[src/rtl/mips_ctrl_pkg.sv]
// Shared constants for the multi-cycle MIPS control sequencer.
// Holds opcode values, ALU operation codes, the state encoding and the
// datapath mux select codes, plus the bundled control-output struct.
package mips_ctrl_pkg;

    // Destination register for jal; the datapath applies it when reg_dst=RD_RA.
    localparam logic [4:0] RA_REG = 5'd31;
    localparam int         ST_W   = 4;

    // Opcodes (Inst[31:26])
    localparam logic [5:0] OP_RTYPE = 6'd0;
    localparam logic [5:0] OP_J     = 6'd2;
    localparam logic [5:0] OP_JAL   = 6'd3;
    localparam logic [5:0] OP_BEQ   = 6'd4;
    localparam logic [5:0] OP_BNE   = 6'd5;
    localparam logic [5:0] OP_ADDI  = 6'd8;
    localparam logic [5:0] OP_SLTI  = 6'd10;
    localparam logic [5:0] OP_SLTIU = 6'd11;
    localparam logic [5:0] OP_ANDI  = 6'd12;
    localparam logic [5:0] OP_ORI   = 6'd13;
    localparam logic [5:0] OP_XORI  = 6'd14;
    localparam logic [5:0] OP_LUI   = 6'd15;
    localparam logic [5:0] OP_LW    = 6'd35;
    localparam logic [5:0] OP_SW    = 6'd43;

    // ALU operation codes
    localparam logic [3:0] ALU_ADD   = 4'b0000;
    localparam logic [3:0] ALU_SUB   = 4'b0001;
    localparam logic [3:0] ALU_FUNCT = 4'b0010;
    localparam logic [3:0] ALU_AND   = 4'b0011;
    localparam logic [3:0] ALU_OR    = 4'b0100;
    localparam logic [3:0] ALU_SLT   = 4'b0101;
    localparam logic [3:0] ALU_XOR   = 4'b0110;
    localparam logic [3:0] ALU_LUI   = 4'b0111;
    localparam logic [3:0] ALU_SGT   = 4'b1000;

    // State encoding
    localparam logic [ST_W-1:0] ST_IDLE   = 4'd0;
    localparam logic [ST_W-1:0] ST_FETCH  = 4'd1;
    localparam logic [ST_W-1:0] ST_DECODE = 4'd2;
    localparam logic [ST_W-1:0] ST_EXEC_R = 4'd3;
    localparam logic [ST_W-1:0] ST_EXEC_I = 4'd4;
    localparam logic [ST_W-1:0] ST_ADDR   = 4'd5;
    localparam logic [ST_W-1:0] ST_MEM_RD = 4'd6;
    localparam logic [ST_W-1:0] ST_MEM_WR = 4'd7;
    localparam logic [ST_W-1:0] ST_WB_MEM = 4'd8;
    localparam logic [ST_W-1:0] ST_WB_ALU = 4'd9;
    localparam logic [ST_W-1:0] ST_BRANCH = 4'd10;
    localparam logic [ST_W-1:0] ST_JUMP   = 4'd11;
    localparam logic [ST_W-1:0] ST_JAL    = 4'd12;

    // Mux select codes
    localparam logic [1:0] PC_ALU      = 2'b00;
    localparam logic [1:0] PC_ALUOUT   = 2'b01;
    localparam logic [1:0] PC_JUMP     = 2'b10;
    localparam logic [1:0] RD_RT       = 2'b00;
    localparam logic [1:0] RD_RD       = 2'b01;
    localparam logic [1:0] RD_RA       = 2'b10;
    localparam logic [1:0] M2R_ALU     = 2'b00;
    localparam logic [1:0] M2R_MDR     = 2'b01;
    localparam logic [1:0] M2R_PC      = 2'b10;
    localparam logic [1:0] SRCB_RT     = 2'b00;
    localparam logic [1:0] SRCB_FOUR   = 2'b01;
    localparam logic [1:0] SRCB_IMM    = 2'b10;
    localparam logic [1:0] SRCB_IMM_SH = 2'b11;

    typedef struct packed {
        logic       ir_write;
        logic       pc_write;
        logic [1:0] pc_src;
        logic       iord;
        logic       mem_read;
        logic       mem_write;
        logic       reg_write;
        logic [1:0] reg_dst;
        logic [1:0] mem_to_reg;
        logic       alu_src_a;
        logic [1:0] alu_src_b;
        logic [3:0] alu_op;
        logic       ori;
        logic       instr_done;
        logic       illegal_op;
    } ctl_t;

    // ALU operation for an immediate-form instruction.
    function automatic logic [3:0] imm_alu_op(input logic [5:0] op);
        case (op)
            OP_SLTI:  return ALU_SLT;
            OP_SLTIU: return ALU_SGT;
            OP_ANDI:  return ALU_AND;
            OP_ORI:   return ALU_OR;
            OP_XORI:  return ALU_XOR;
            OP_LUI:   return ALU_LUI;
            default:  return ALU_ADD;
        endcase
    endfunction

endpackage

[src/rtl/multicycle_ctrl_fsm.sv]
// Multi-cycle control sequencer for the MIPS datapath.
// Walks each instruction through FETCH/DECODE/EXECUTE/MEM/WB and drives the
// PC, IR, register-file, ALU and memory controls each cycle.
// Ports:
//   clk, rst_n            clock, synchronous active-low reset
//   opcode, zero          IR opcode (valid from DECODE on), ALU zero flag
//   mem_ready             memory completes the current access this cycle
//   ir_write..ori         datapath control outputs
//   instr_done            pulse in an instruction's last state
//   illegal_op            pulse in DECODE on an unsupported opcode
//   state_o               current state (debug)
module multicycle_ctrl_fsm
    import mips_ctrl_pkg::*;
(
    input  logic            clk,
    input  logic            rst_n,
    input  logic [5:0]      opcode,
    input  logic            zero,
    input  logic            mem_ready,
    output logic            ir_write,
    output logic            pc_write,
    output logic [1:0]      pc_src,
    output logic            iord,
    output logic            mem_read,
    output logic            mem_write,
    output logic            reg_write,
    output logic [1:0]      reg_dst,
    output logic [1:0]      mem_to_reg,
    output logic            alu_src_a,
    output logic [1:0]      alu_src_b,
    output logic [3:0]      alu_op,
    output logic            ori,
    output logic            instr_done,
    output logic            illegal_op,
    output logic [ST_W-1:0] state_o
);

    logic [ST_W-1:0] state, state_n;
    logic [5:0]      op_q;
    ctl_t            c;

    always_ff @(posedge clk) begin
        if (!rst_n) begin
            state <= ST_IDLE;
            op_q  <= '0;
        end else begin
            state <= state_n;
            // IR is stable from DECODE on; capture once so later states
            // don't depend on the opcode input.
            if (state == ST_DECODE)
                op_q <= opcode;
        end
    end

    always_comb begin
        c       = '0;
        state_n = ST_IDLE;
        case (state)
            ST_IDLE: state_n = ST_FETCH;

            ST_FETCH: begin
                c.mem_read = 1'b1;
                state_n    = ST_FETCH;
                if (mem_ready) begin
                    // IR load and PC+4 happen together on the completing cycle
                    c.ir_write  = 1'b1;
                    c.pc_write  = 1'b1;
                    c.pc_src    = PC_ALU;
                    c.alu_src_b = SRCB_FOUR;
                    c.alu_op    = ALU_ADD;
                    state_n     = ST_DECODE;
                end
            end

            ST_DECODE: begin
                // Speculatively compute the branch target into ALUOut
                c.alu_src_b = SRCB_IMM_SH;
                c.alu_op    = ALU_ADD;
                case (opcode)
                    OP_RTYPE:                 state_n = ST_EXEC_R;
                    OP_ADDI, OP_SLTI, OP_SLTIU, OP_ANDI,
                    OP_ORI, OP_XORI, OP_LUI:  state_n = ST_EXEC_I;
                    OP_LW, OP_SW:             state_n = ST_ADDR;
                    OP_BEQ, OP_BNE:           state_n = ST_BRANCH;
                    OP_J:                     state_n = ST_JUMP;
                    OP_JAL:                   state_n = ST_JAL;
                    default: begin
                        c.illegal_op = 1'b1;
                        c.instr_done = 1'b1;
                        state_n      = ST_FETCH;
                    end
                endcase
            end

            ST_EXEC_R: begin
                c.alu_src_a = 1'b1;
                c.alu_src_b = SRCB_RT;
                c.alu_op    = ALU_FUNCT;
                state_n     = ST_WB_ALU;
            end

            ST_EXEC_I: begin
                c.alu_src_a = 1'b1;
                c.alu_src_b = SRCB_IMM;
                c.alu_op    = imm_alu_op(op_q);
                c.ori       = (op_q == OP_ORI);
                state_n     = ST_WB_ALU;
            end

            ST_WB_ALU: begin
                c.reg_write  = 1'b1;
                c.mem_to_reg = M2R_ALU;
                c.reg_dst    = (op_q == OP_RTYPE) ? RD_RD : RD_RT;
                c.instr_done = 1'b1;
                state_n      = ST_FETCH;
            end

            ST_ADDR: begin
                c.alu_src_a = 1'b1;
                c.alu_src_b = SRCB_IMM;
                c.alu_op    = ALU_ADD;
                state_n     = (op_q == OP_LW) ? ST_MEM_RD : ST_MEM_WR;
            end

            ST_MEM_RD: begin
                c.mem_read = 1'b1;
                c.iord     = 1'b1;
                state_n    = mem_ready ? ST_WB_MEM : ST_MEM_RD;
            end

            ST_WB_MEM: begin
                c.reg_write  = 1'b1;
                c.reg_dst    = RD_RT;
                c.mem_to_reg = M2R_MDR;
                c.instr_done = 1'b1;
                state_n      = ST_FETCH;
            end

            ST_MEM_WR: begin
                c.mem_write  = 1'b1;
                c.iord       = 1'b1;
                c.instr_done = mem_ready;
                state_n      = mem_ready ? ST_FETCH : ST_MEM_WR;
            end

            ST_BRANCH: begin
                c.alu_src_a  = 1'b1;
                c.alu_src_b  = SRCB_RT;
                c.alu_op     = ALU_SUB;
                c.pc_src     = PC_ALUOUT;
                c.pc_write   = ((op_q == OP_BEQ) &&  zero) ||
                               ((op_q == OP_BNE) && !zero);
                c.instr_done = 1'b1;
                state_n      = ST_FETCH;
            end

            ST_JUMP: begin
                c.pc_write   = 1'b1;
                c.pc_src     = PC_JUMP;
                c.instr_done = 1'b1;
                state_n      = ST_FETCH;
            end

            ST_JAL: begin
                // PC already holds PC+4, which is the link value
                c.pc_write   = 1'b1;
                c.pc_src     = PC_JUMP;
                c.reg_write  = 1'b1;
                c.reg_dst    = RD_RA;
                c.mem_to_reg = M2R_PC;
                c.instr_done = 1'b1;
                state_n      = ST_FETCH;
            end

            default: state_n = ST_IDLE;
        endcase
    end

    assign ir_write   = c.ir_write;
    assign pc_write   = c.pc_write;
    assign pc_src     = c.pc_src;
    assign iord       = c.iord;
    assign mem_read   = c.mem_read;
    assign mem_write  = c.mem_write;
    assign reg_write  = c.reg_write;
    assign reg_dst    = c.reg_dst;
    assign mem_to_reg = c.mem_to_reg;
    assign alu_src_a  = c.alu_src_a;
    assign alu_src_b  = c.alu_src_b;
    assign alu_op     = c.alu_op;
    assign ori        = c.ori;
    assign instr_done = c.instr_done;
    assign illegal_op = c.illegal_op;
    assign state_o    = state;

endmodule

[config.mk]
export PLATFORM = sky130hd
export DESIGN_NAME = multicycle_ctrl_fsm
export DESIGN_NICKNAME = d
export VERILOG_FILES = /design/src/rtl/mips_ctrl_pkg.sv /design/src/rtl/multicycle_ctrl_fsm.sv
export SDC_FILE = /design/constraint.sdc
export NUM_CORES = 1
export LEC_CHECK = 0
export ABC_AREA = 1
export ABC_CLOCK_PERIOD_IN_PS = 3100
export CAP_MARGIN = 20
export CORE_MARGIN = 1.5
export CORE_UTILIZATION = 45
export CTS_CLUSTER_SIZE = 16
export DETAILED_ROUTE_END_ITERATION = 10
export PLACE_DENSITY = 0.91
export SYNTH_ARGS = -nofsm -noshare
export SYNTH_HDL_FRONTEND = slang
export SYNTH_SLANG_ARGS = --single-unit
[constraint.sdc]
create_clock -name clk -period 3.1 [get_ports clk]
set_clock_uncertainty 0.15 [all_clocks]
set_input_delay 0.93 -clock clk [delete_from_list [all_inputs] [get_ports clk]]
set_output_delay 0.93 -clock clk [all_outputs]
set_load 0.005 [all_outputs]
Yosys cells after proc, flatten, opt, wreduce, memory -nomap -nowiden --
Cells that the tools add are included.
Word-level totals: input port bits 10, output and inout port bits 26, flip-flop bits (word level) 10
Cells by class: eq/ne operators 34, muxes and demuxes 22, reduce and logical (&&, ||, !) cells 18
Operators with widths (number):
- $eq A6 B4 Y1 const B | 13
- $pmux W4 S6 | 2
- $pmux W6 S6 | 1
- $pmux W4 S7 | 1
- $eq A6 B3 Y1 const B | 4
- $eq A4 B4 Y1 const B | 5
- $eq A6 B6 Y1 const B | 3
- $eq A4 B3 Y1 const B | 4
- $pmux W5 S3 | 1
- $reduce_or A14 Y1 | 1
- $eq A6 B2 Y1 const B | 2
- $logic_not A6 Y1 | 2
- $reduce_or A2 Y1 | 6
- $mux W1 | 9
- $pmux W3 S3 | 1
- $eq A4 B2 Y1 const B | 2
- $mux W4 | 2
- $reduce_or A7 Y1 | 1
- $reduce_or A6 Y1 | 1
- $mux W5 | 1
- $reduce_or A5 Y1 | 1
- $eq A4 B1 Y1 const B | 1
- $logic_not A4 Y1 | 1
- $mux W2 | 2
- other kinds (6) | 7

Longest topological paths before layout --
Gate-level depths: netlist of run 1.
word-level depth 4, depth in mapped cells 8

Least setup slack after synthesis of run 1 --
Ideal clock, no wire load.
kind in2out, start input opcode[5], end output instr_done, data arrival time 1.528 ns, stages 6, slack 0.492 ns, cells stage by stage nor2_2 > nand3_1 > nand2_1 > nor2_1 > nand3_1 > nand3_1
On the way: cells in the longest elaborated chain, start to end 4, elaborated cells between the ends (all ways) 17, classes of those cells eq/ne (13); mux (2); reduce/logical (2)
RTL lines:
- from (decl) | RTL line multicycle_ctrl_fsm.sv:17 | input logic [5:0] opcode,
- $eq A6 B2 Y1 (tied with other cells) | RTL line multicycle_ctrl_fsm.sv:79 | case (opcode)
- $reduce_or A14 Y1 (no line) *
- $mux W2 * | RTL line multicycle_ctrl_fsm.sv:79
- $pmux W1 S3 * | RTL line multicycle_ctrl_fsm.sv:58 | case (state)
- to (decl) | RTL line multicycle_ctrl_fsm.sv:33 | output logic instr_done,
Every way passes the cells marked *; elsewhere a longest branch is shown, timed or not.

Final worst setup path of run 1 --
start input zero, end output pc_write
On the way: cells in the longest elaborated chain, start to end 4, elaborated cells between the ends (all ways) 5, classes of those cells mux (1); reduce/logical (4)
RTL lines:
- from (decl) | RTL line multicycle_ctrl_fsm.sv:18 | input logic zero,
- $logic_not A1 Y1 | RTL line multicycle_ctrl_fsm.sv:152 | ((op_q == OP_BNE) && !zero);
- $logic_and A1 B1 Y1 | RTL line multicycle_ctrl_fsm.sv:152
- $logic_or A1 B1 Y1 * | RTL line multicycle_ctrl_fsm.sv:151 | c.pc_write = ((op_q == OP_BEQ) && zero) ||
- $pmux W3 S3 * | RTL line multicycle_ctrl_fsm.sv:58
- to (decl) | RTL line multicycle_ctrl_fsm.sv:21 | output logic pc_write,
Marked as above.

==> out/metrics.sh, run 1 <==
RUN_STATUS='complete, no violations'
LAYOUT.CELLS.MOST_COMMON='sky130_fd_sc_hd__nand2_1'
PATH_CLK_SLEW_NS=0.07
PLACED_STANDARD_CELL_AREA_UM2=1280
FINAL.PERIOD_UTILIZATION_PCT=97.9
TIMING.CRITICAL_PATH.SLOWEST_CELL_DELAY_NS=0.45
DRIVE_GT1_SHARE_PCT=26.9
WORST_SLEW_PIN_SLEW_NS=0.290
IO_BUFFER_COUNT=35
DIE_AREA_UM2=2180
SYNTH_FP_NETS=161
NUMCLOCKSINKS=10
PLACE.DETAILED.INSTANCES=217
YS_FF_LATCH=10
CHIPWIDTH_UM=46.7
TIMING.FINAL.SETUP_VIOLATIONS=0
PLACEMENTROWS=15
SYNTH_TOP_AREA_SHARE_PCT=23.3
CRITICAL_PATH.CELL_CHAIN='clkdlybuf4s50_1 -> inv_1 -> a21oi_1 -> o21ai_0 -> o21ai_1 -> clkdlybuf4s15_1'
CAP_VIOLATIONS=0
TIMING_MAX_TRANSITION_VIOLATIONS_FINAL=0
YOSYSUNIQUECELLTYPES=25
WIRELENGTH_UM=3000
AREAGROWTHSYNTHTOFINISH_PCT=57.4
SYNTHESIS.AREA_PER_INSTANCE_UM2=5.69
FINALCOREUTILIZATION_PCT=76.7
POWER.DENSITY_CELL_AREA_nW_PER_UM2=280
FLOORPLAN.CORE_AREA_UM2=1760
YS_TOP_CELLS_BY_AREA='sky130_fd_sc_hd__dfxtp_1 (23%), sky130_fd_sc_hd__nand2_1 (14%), sky130_fd_sc_hd__nor2_1 (10%), sky130_fd_sc_hd__inv_1 (7.4%), sky130_fd_sc_hd__a21oi_1 (7.0%)'
CTSROOTBUFFERMASTER='sky130_fd_sc_hd__clkbuf_4'
R2R.WORST_PATH.CELLS=8
CP-ENDPOINT='pc_write'
POST-ROUTE-MIN-PERIOD_NS=3.03
SYN-CELL-AREA_UM2=860
GRT_PASS1_WL_UM=4370
DETAIL_ROUTE.ITER0.VIOLATIONS=47
HOLD-WORST-SLACK_NS=0.392
PATH_BUF_INV=3
MAX_CLOCK_FREQ_MHz=330
CRITICAL_PATH.STARTPOINT_TYPE='primary input'
WORST_SLEW_MARGIN_REL_PCT=80.5
YOSYS_WARNING_COUNT=0
GLOBALROUTE.TOTALOVERFLOW=0
GLOBALROUTETOTALUTIL_PCT=28.1
R2R-START='state_o[1]'
SYNTH-COMPOUND-AREA-SHARE_PCT=19.2
MULTIINPUTGATEAREA_UM2=579
FINISH.CELL_COUNT_WITHOUT_FILLERS=226
FINALNETCOUNT=212
R2R-END='state_o[0]'
DRCVIOLATIONCOUNT=0
ANTENNA_LEFT=0
STARTPOINT='zero'
YOSYS.AREA_SHARE.SIMPLE_PCT=44.4
TRITONCTS='yes'
P_TOTAL_mW=0.378
CRITICAL_PATH.TOP_DELAY_FAMILY='buffers and inverters'
WORST_SETUP_PATH_END_KIND='output port'
LAYOUT.CELLS.MOST_COMMON_LIST='sky130_fd_sc_hd__nand2_1 (29), sky130_fd_sc_hd__clkdlybuf4s50_1 (23), sky130_fd_sc_hd__nor2_1 (21)'
GP_ROUTABILITY_CONGESTION=0.881
NETLIST_INSTANCES=151
COUNT_OF_VIAS_PLACED_BY_THE_DETAILED_ROUTER=1216
CRIT_REQUIRED_NS=2.02
VIASPERCELL=5.38
CLOCK_INSERTION_DELAY_WORST_SKEW_NS=0.26
PATH_DEPTH=6
VDD.IR_DROP.WORST_mV=0.404
P_LEAK_nW=0.618
SIGNAL_ARRIVAL_TIME_AT_THE_WORST_ENDPOINT_NS=1.95
DIE-HEIGHT_UM=46.7
TOP_LEVEL_PORTS=36
FRACTION_OF_REGISTERS_WITH_ASYNC_SET_RESET_PCT=0
FINAL_CELL_AREA_UM2=1350
SYNTH.YOSYS.SEQ_AREA_SHARE_PCT=23.3
COMBINATIONAL_FAMILY_WITH_THE_MOST_AREA_AFTER_SYNTHESIS='simple AND/OR/NAND/NOR gates'
TIMING_WORST_SETUP_PATH_TYPE='in -> out'
SYNTH.AREA.MUX_SHARE_PCT=0
HPWLAFTERDP_UM=2080
CP_MAX_FO=2
FIRST_GLOBAL_VIAS=1064
AREA.SEQUENTIAL_UM2=200
FINAL_HOLD_VIOL_COUNT=0
CTS-BUFFERS-INSERTED=3
SYNTHFLOPTYPE='sky130_fd_sc_hd__dfxtp_1'
POST_DRT_WL_PER_CELL_UM=13.3
GRT_MAX_DEGREE=12
DETAILED_ROUTING_ITERATIONS_PASS_1=4
CTS.HTREE.LEVELS=1
POST_SYNTH_FA_HA_MAJ_AREA_FRACTION_PCT=0
SYNTH_ENABLE_FLOP_CELLS=0
GRT_ANTENNA_BEFORE_REPAIR=0
SYNTH_XOR_AREA_SHARE_PCT=0
YOSYS.AREA.TOP_TYPE='sky130_fd_sc_hd__dfxtp_1'
FILLERS=149
ANTENNA-DIODE-COUNT=0
CRIT_PATH_TOP_DELAY_CELL='sky130_fd_sc_hd__clkdlybuf4s50_1'
FLOORPLAN.INITIALDENSITY_PCT=48.7
RSZ0062_AT_GRT='false'
CLK_PATH_BUF_DEPTH=2
WORSTHOLDPATHTYPE='reg -> reg'
FF2FF_SETUP_SLACK_NS=1.41
-- Yosys cell counts (2+ instances only) --
master,n
sky130_fd_sc_hd__a21oi_1,12
sky130_fd_sc_hd__a21oi_2,2
sky130_fd_sc_hd__dfxtp_1,10
sky130_fd_sc_hd__inv_1,17
sky130_fd_sc_hd__inv_2,7
sky130_fd_sc_hd__nand2_1,31
sky130_fd_sc_hd__nand2_2,2
sky130_fd_sc_hd__nand3_1,11
sky130_fd_sc_hd__nor2_1,24
sky130_fd_sc_hd__nor2_2,6
sky130_fd_sc_hd__nor3_1,2
sky130_fd_sc_hd__o21ai_0,8
sky130_fd_sc_hd__o21ai_1,7
-- registers in the layout (all words and copies together), names as in the netlist --
signal,count
op_q,6
state_o,4
-- worst register-to-register path: stages (launching register included) --
cell,delay (ns)
sky130_fd_sc_hd__dfxtp_1,0.41
sky130_fd_sc_hd__inv_2,0.10
sky130_fd_sc_hd__nor2_4,0.10
sky130_fd_sc_hd__nand2_2,0.15
sky130_fd_sc_hd__inv_2,0.19
sky130_fd_sc_hd__nand3_2,0.11
sky130_fd_sc_hd__buf_4,0.15
sky130_fd_sc_hd__buf_4,0.13
sky130_fd_sc_hd__a21oi_2,0.13
-- logic make-up after synthesis --
family / Yosys count
and+or+nand+nor: 83
AOI/OAI and AO/OA: 31
buffers and inverters: 27
DFF: 10
-- metrics by stage --
step	setup WS [ns]	TNS [ns]
after floorplan	0.492	0
after global placement	-0.541	-1.36
after detailed placement	-0.620	-1.57
after CTS	0.00305	0
after global routing	0.0136	0
final	0.0662	0
-- how the worst min path moves through the flow --
stage | start | to | slack (ns) | depth (start not counted)
6_report | op_q[1] | op_q[1] | 0.39 | 2
5_1_grt | op_q[1] | op_q[1] | 0.41 | 2
3_3_place_gp | op_q[5] | op_q[5] | 0.34 | 2
3_5_place_dp | op_q[5] | op_q[5] | 0.34 | 2
4_1_cts | op_q[1] | op_q[1] | 0.38 | 2
2_1_floorplan | op_q[5] | op_q[5] | 0.32 | 2
-- metal layers --
layer / vias to the layer above / GRT usage (%) / part of all wire (%)
li1: 587 / - / -
met1: 556 / 31.9 / 40
met2: 61 / 52.5 / 52
met3: 12 / 3.14 / 4.7
met4: 0 / 11.7 / 2.8
met5: - / 0 / 0
-- layout make-up --
cell class,instances,area share [%]
clock buffer,4,2.68
inverter,25,6.94
timing repair buffer,48,30.4
multi-input combinational,114,42.8
sequential,10,14.8
tap,25,2.31
-- timing repair --
item,CTS,global route
gates resized for setup,26,18
pin swaps,4,5
setup buffers,5,0
hold buffers,0,0
endpoints found under the setup margin,5,3
-- power by group --
group	switching [mW]	internal, mW
logic	0.0638	0.0530
clock network	0.0458	0.0712
registers	0.00931	0.135
total	0.119	0.259
Note: power is estimated with default switching activity, not from simulation.
==> run 2: changes to the inputs <==
--- a/config.mk
+++ b/config.mk
@@ -6,13 +6,15 @@
 export NUM_CORES = 1
 export LEC_CHECK = 0
 export ABC_AREA = 1
-export ABC_CLOCK_PERIOD_IN_PS = 3100
+export ABC_CLOCK_PERIOD_IN_PS = 2500
 export CAP_MARGIN = 20
 export CORE_MARGIN = 1.5
-export CORE_UTILIZATION = 45
+export CORE_UTILIZATION = 38
+export CTS_CLUSTER_DIAMETER = 40
 export CTS_CLUSTER_SIZE = 16
 export DETAILED_ROUTE_END_ITERATION = 10
-export PLACE_DENSITY = 0.91
+export PLACE_DENSITY = 0.82
+export SKIP_CTS_REPAIR_TIMING = 1
 export SYNTH_ARGS = -nofsm -noshare
 export SYNTH_HDL_FRONTEND = slang
 export SYNTH_SLANG_ARGS = --single-unit
==> constraint.sdc (replaced) <==
create_clock -name clk -period 2.5 [get_ports clk]
set_clock_uncertainty 0.15 [all_clocks]
set_input_delay 0.75 -clock clk [delete_from_list [all_inputs] [get_ports clk]]
set_output_delay 0.75 -clock clk [all_outputs]
set_load 0.005 [all_outputs]
==> run 2 against run 1 <==
Compared with the run above:
- sequential power up 24%
- the flow now finishes with violations (negative setup slack)
- largest power group unchanged
- die area up 17%
- combinational power up 42%
- hold slack worse by 0.0024 ns
- routed wire length up 0.33%
- first-iteration DRC count down 38%
- final cell count up 4.0%
- clock power down 15%
- sequential share of layout area down 1.1 points
- critical path depth up 4
- total power up 18%
==> out/metrics.sh, run 2 (same netlist as run 1, synthesis figures left out) <==
FLOORPLAN.CORE_AREA_UM2=2170
POST-ROUTE-MIN-PERIOD_NS=2.62
DP_WORST_SETUP_SLACK_NS=-0.880
PATH_BUF_INV=5
FINAL_HOLD_VIOL_COUNT=0
DRCVIOLATIONCOUNT=0
RUN_STATUS='finished, violations left'
CLK_PATH_BUF_DEPTH=2
P_LEAK_nW=0.930
HP-START='op_q[4]'
FINAL.PERIOD_UTILIZATION_PCT=105
SIGNAL_ARRIVAL_TIME_AT_THE_WORST_ENDPOINT_NS=1.72
FINISH.CELL_COUNT_WITHOUT_FILLERS=235
LAYOUT.CELLS.MOST_COMMON_LIST='sky130_fd_sc_hd__nand2_1 (24), sky130_fd_sc_hd__buf_4 (20), sky130_fd_sc_hd__dlymetal6s2s_1 (17)'
DETAILED_ROUTING_ITERATIONS_PASS_1=4
GLOBALROUTETOTALUTIL_PCT=20.7
P_TOTAL_mW=0.445
MAX_CLOCK_FREQ_MHz=382
PLACEMENTROWS=17
LARGEST_REG_FLOPS=6
STARTPOINT='opcode[3]'
TIMING.CRITICAL_PATH.SLOWEST_CELL_DELAY_NS=0.14
PATH_CLK_SLEW_NS=0.06
FAILED_CHECKS='negative setup slack'
CRITICAL_PATH.STARTPOINT_TYPE='primary input'
FLOORPLAN.INITIALDENSITY_PCT=39.6
GRT_PASS1_WL_UM=4110
CTS-BUFFERS-INSERTED=3
GRT_MAX_DEGREE=9
PLACED_STANDARD_CELL_AREA_UM2=1330
VIASPERCELL=5.12
CRIT_PATH_TOP_DELAY_CELL='sky130_fd_sc_hd__clkbuf_2'
DIE_AREA_UM2=2560
LAYOUT.CELLS.MOST_COMMON='sky130_fd_sc_hd__nand2_1'
GRT_ANTENNA_BEFORE_REPAIR=0
TRITONCTS='yes'
CHIPWIDTH_UM=50.6
R2R-START='state_o[1]'
FINALNETCOUNT=219
GP_ROUTABILITY_CONGESTION=0.897
POWER.DENSITY_CELL_AREA_nW_PER_UM2=286
CAP_VIOLATIONS=0
IO_BUFFER_COUNT=35
DIE-HEIGHT_UM=50.6
SETUP_WS_NS=-0.118
POST_DRT_WL_PER_CELL_UM=12.8
CTS.HTREE.LEVELS=1
WIRELENGTH_UM=3010
GLOBALROUTE.TOTALOVERFLOW=0
FINAL_CELL_AREA_UM2=1560
LARGEST-REGISTER='op_q'
AREAGROWTHSYNTHTOFINISH_PCT=80.9
COUNT_OF_VIAS_PLACED_BY_THE_DETAILED_ROUTER=1204
NUMCLOCKSINKS=10
WORST_SETUP_PATH_END_KIND='output port'
ANTENNA_LEFT=0
VDD.IR_DROP.WORST_mV=0.235
ANTENNA-DIODE-COUNT=0
TIMING_MAX_TRANSITION_VIOLATIONS_FINAL=0
TIMING_WORST_SETUP_PATH_TYPE='in -> out'
CRITICAL_PATH.TOP_DELAY_FAMILY='buffers and inverters'
CRITICAL_PATH.CELL_CHAIN='clkbuf_2 -> inv_1 -> nor3_2 -> nand2_1 -> nand2_1 -> inv_1 -> nand3_2 -> buf_4 -> nand3_1 -> buf_2'
PLACE.DETAILED.INSTANCES=226
TOP_LEVEL_PORTS=36
CLOCK_INSERTION_DELAY_WORST_SKEW_NS=0.25
WORST_SLEW_MARGIN_REL_PCT=85.3
RSZ0062_AT_GRT='true'
CTSROOTBUFFERMASTER='sky130_fd_sc_hd__clkbuf_4'
CRIT_REQUIRED_NS=1.60
WORSTHOLDPATHTYPE='reg -> reg'
HPWLAFTERDP_UM=2190
FIRST_GLOBAL_VIAS=1024
WORST_SLEW_PIN_SLEW_NS=0.220
SETUP_TNS_NS=-0.118
DETAIL_ROUTE.ITER0.VIOLATIONS=29
CP_MAX_FO=4
TIMING.FINAL.SETUP_VIOLATIONS=1
DRIVE_GT1_SHARE_PCT=40.1
## run 2: final cells by class
type / count / area, µm²
clock buffers: 3 / 22.5
fillers: 172 / 614
inverters: 25 / 93.8
multi-input cells: 114 / 672
flip-flops and latches: 10 / 213
well taps: 28 / 35.0
repair buffers: 55 / 519
## run 2: worst paths after layout
path / end / slack, ns / cells after the start
setup / recovery: instr_done / -0.12 / 10
hold reg to reg: op_q[4] / 0.39 / 2
setup reg to reg: state_o[1] / 0.87 / 10
hold / removal: op_q[4] / 0.39 / 2
## run 2: report_power, final
group | total (mW) | switching, mW | leakage (nW) | internal (mW)
clock network | 0.0997 | 0.0447 | 0.0138 | 0.0550
logic | 0.166 | 0.0893 | 0.832 | 0.0766
registers | 0.179 | 0.0123 | 0.0840 | 0.167
## run 2: through the flow
| step | utilization, % | hold WS (ns) |
|---|---|---|
| 6_report | 71.7 | 0.390 |
| 5_1_grt | 71.7 | 0.434 |
| 4_1_cts | 62.4 | 0.360 |
| 3_5_place_dp | 61.4 | 0.350 |
| 3_3_place_gp | 61.4 | 0.339 |
| 2_1_floorplan | - | 0.319 |
## run 2: metal layers
layer	share of wire [%]	wire length (µm)	vias up	track usage, %
li1	-	-	606	-
met1	38	1150	555	22.7
met2	57	1700	39	40.1
met3	3.6	108	4	2.08
met4	1.7	51	0	7.66
met5	0	0	-	0
## run 2: worst min-delay path, cell delays in order (launching register included)
cell and delay (ns):
sky130_fd_sc_hd__dfxtp_2 0.35, sky130_fd_sc_hd__nor2_1 0.10, sky130_fd_sc_hd__nor2_1 0.05
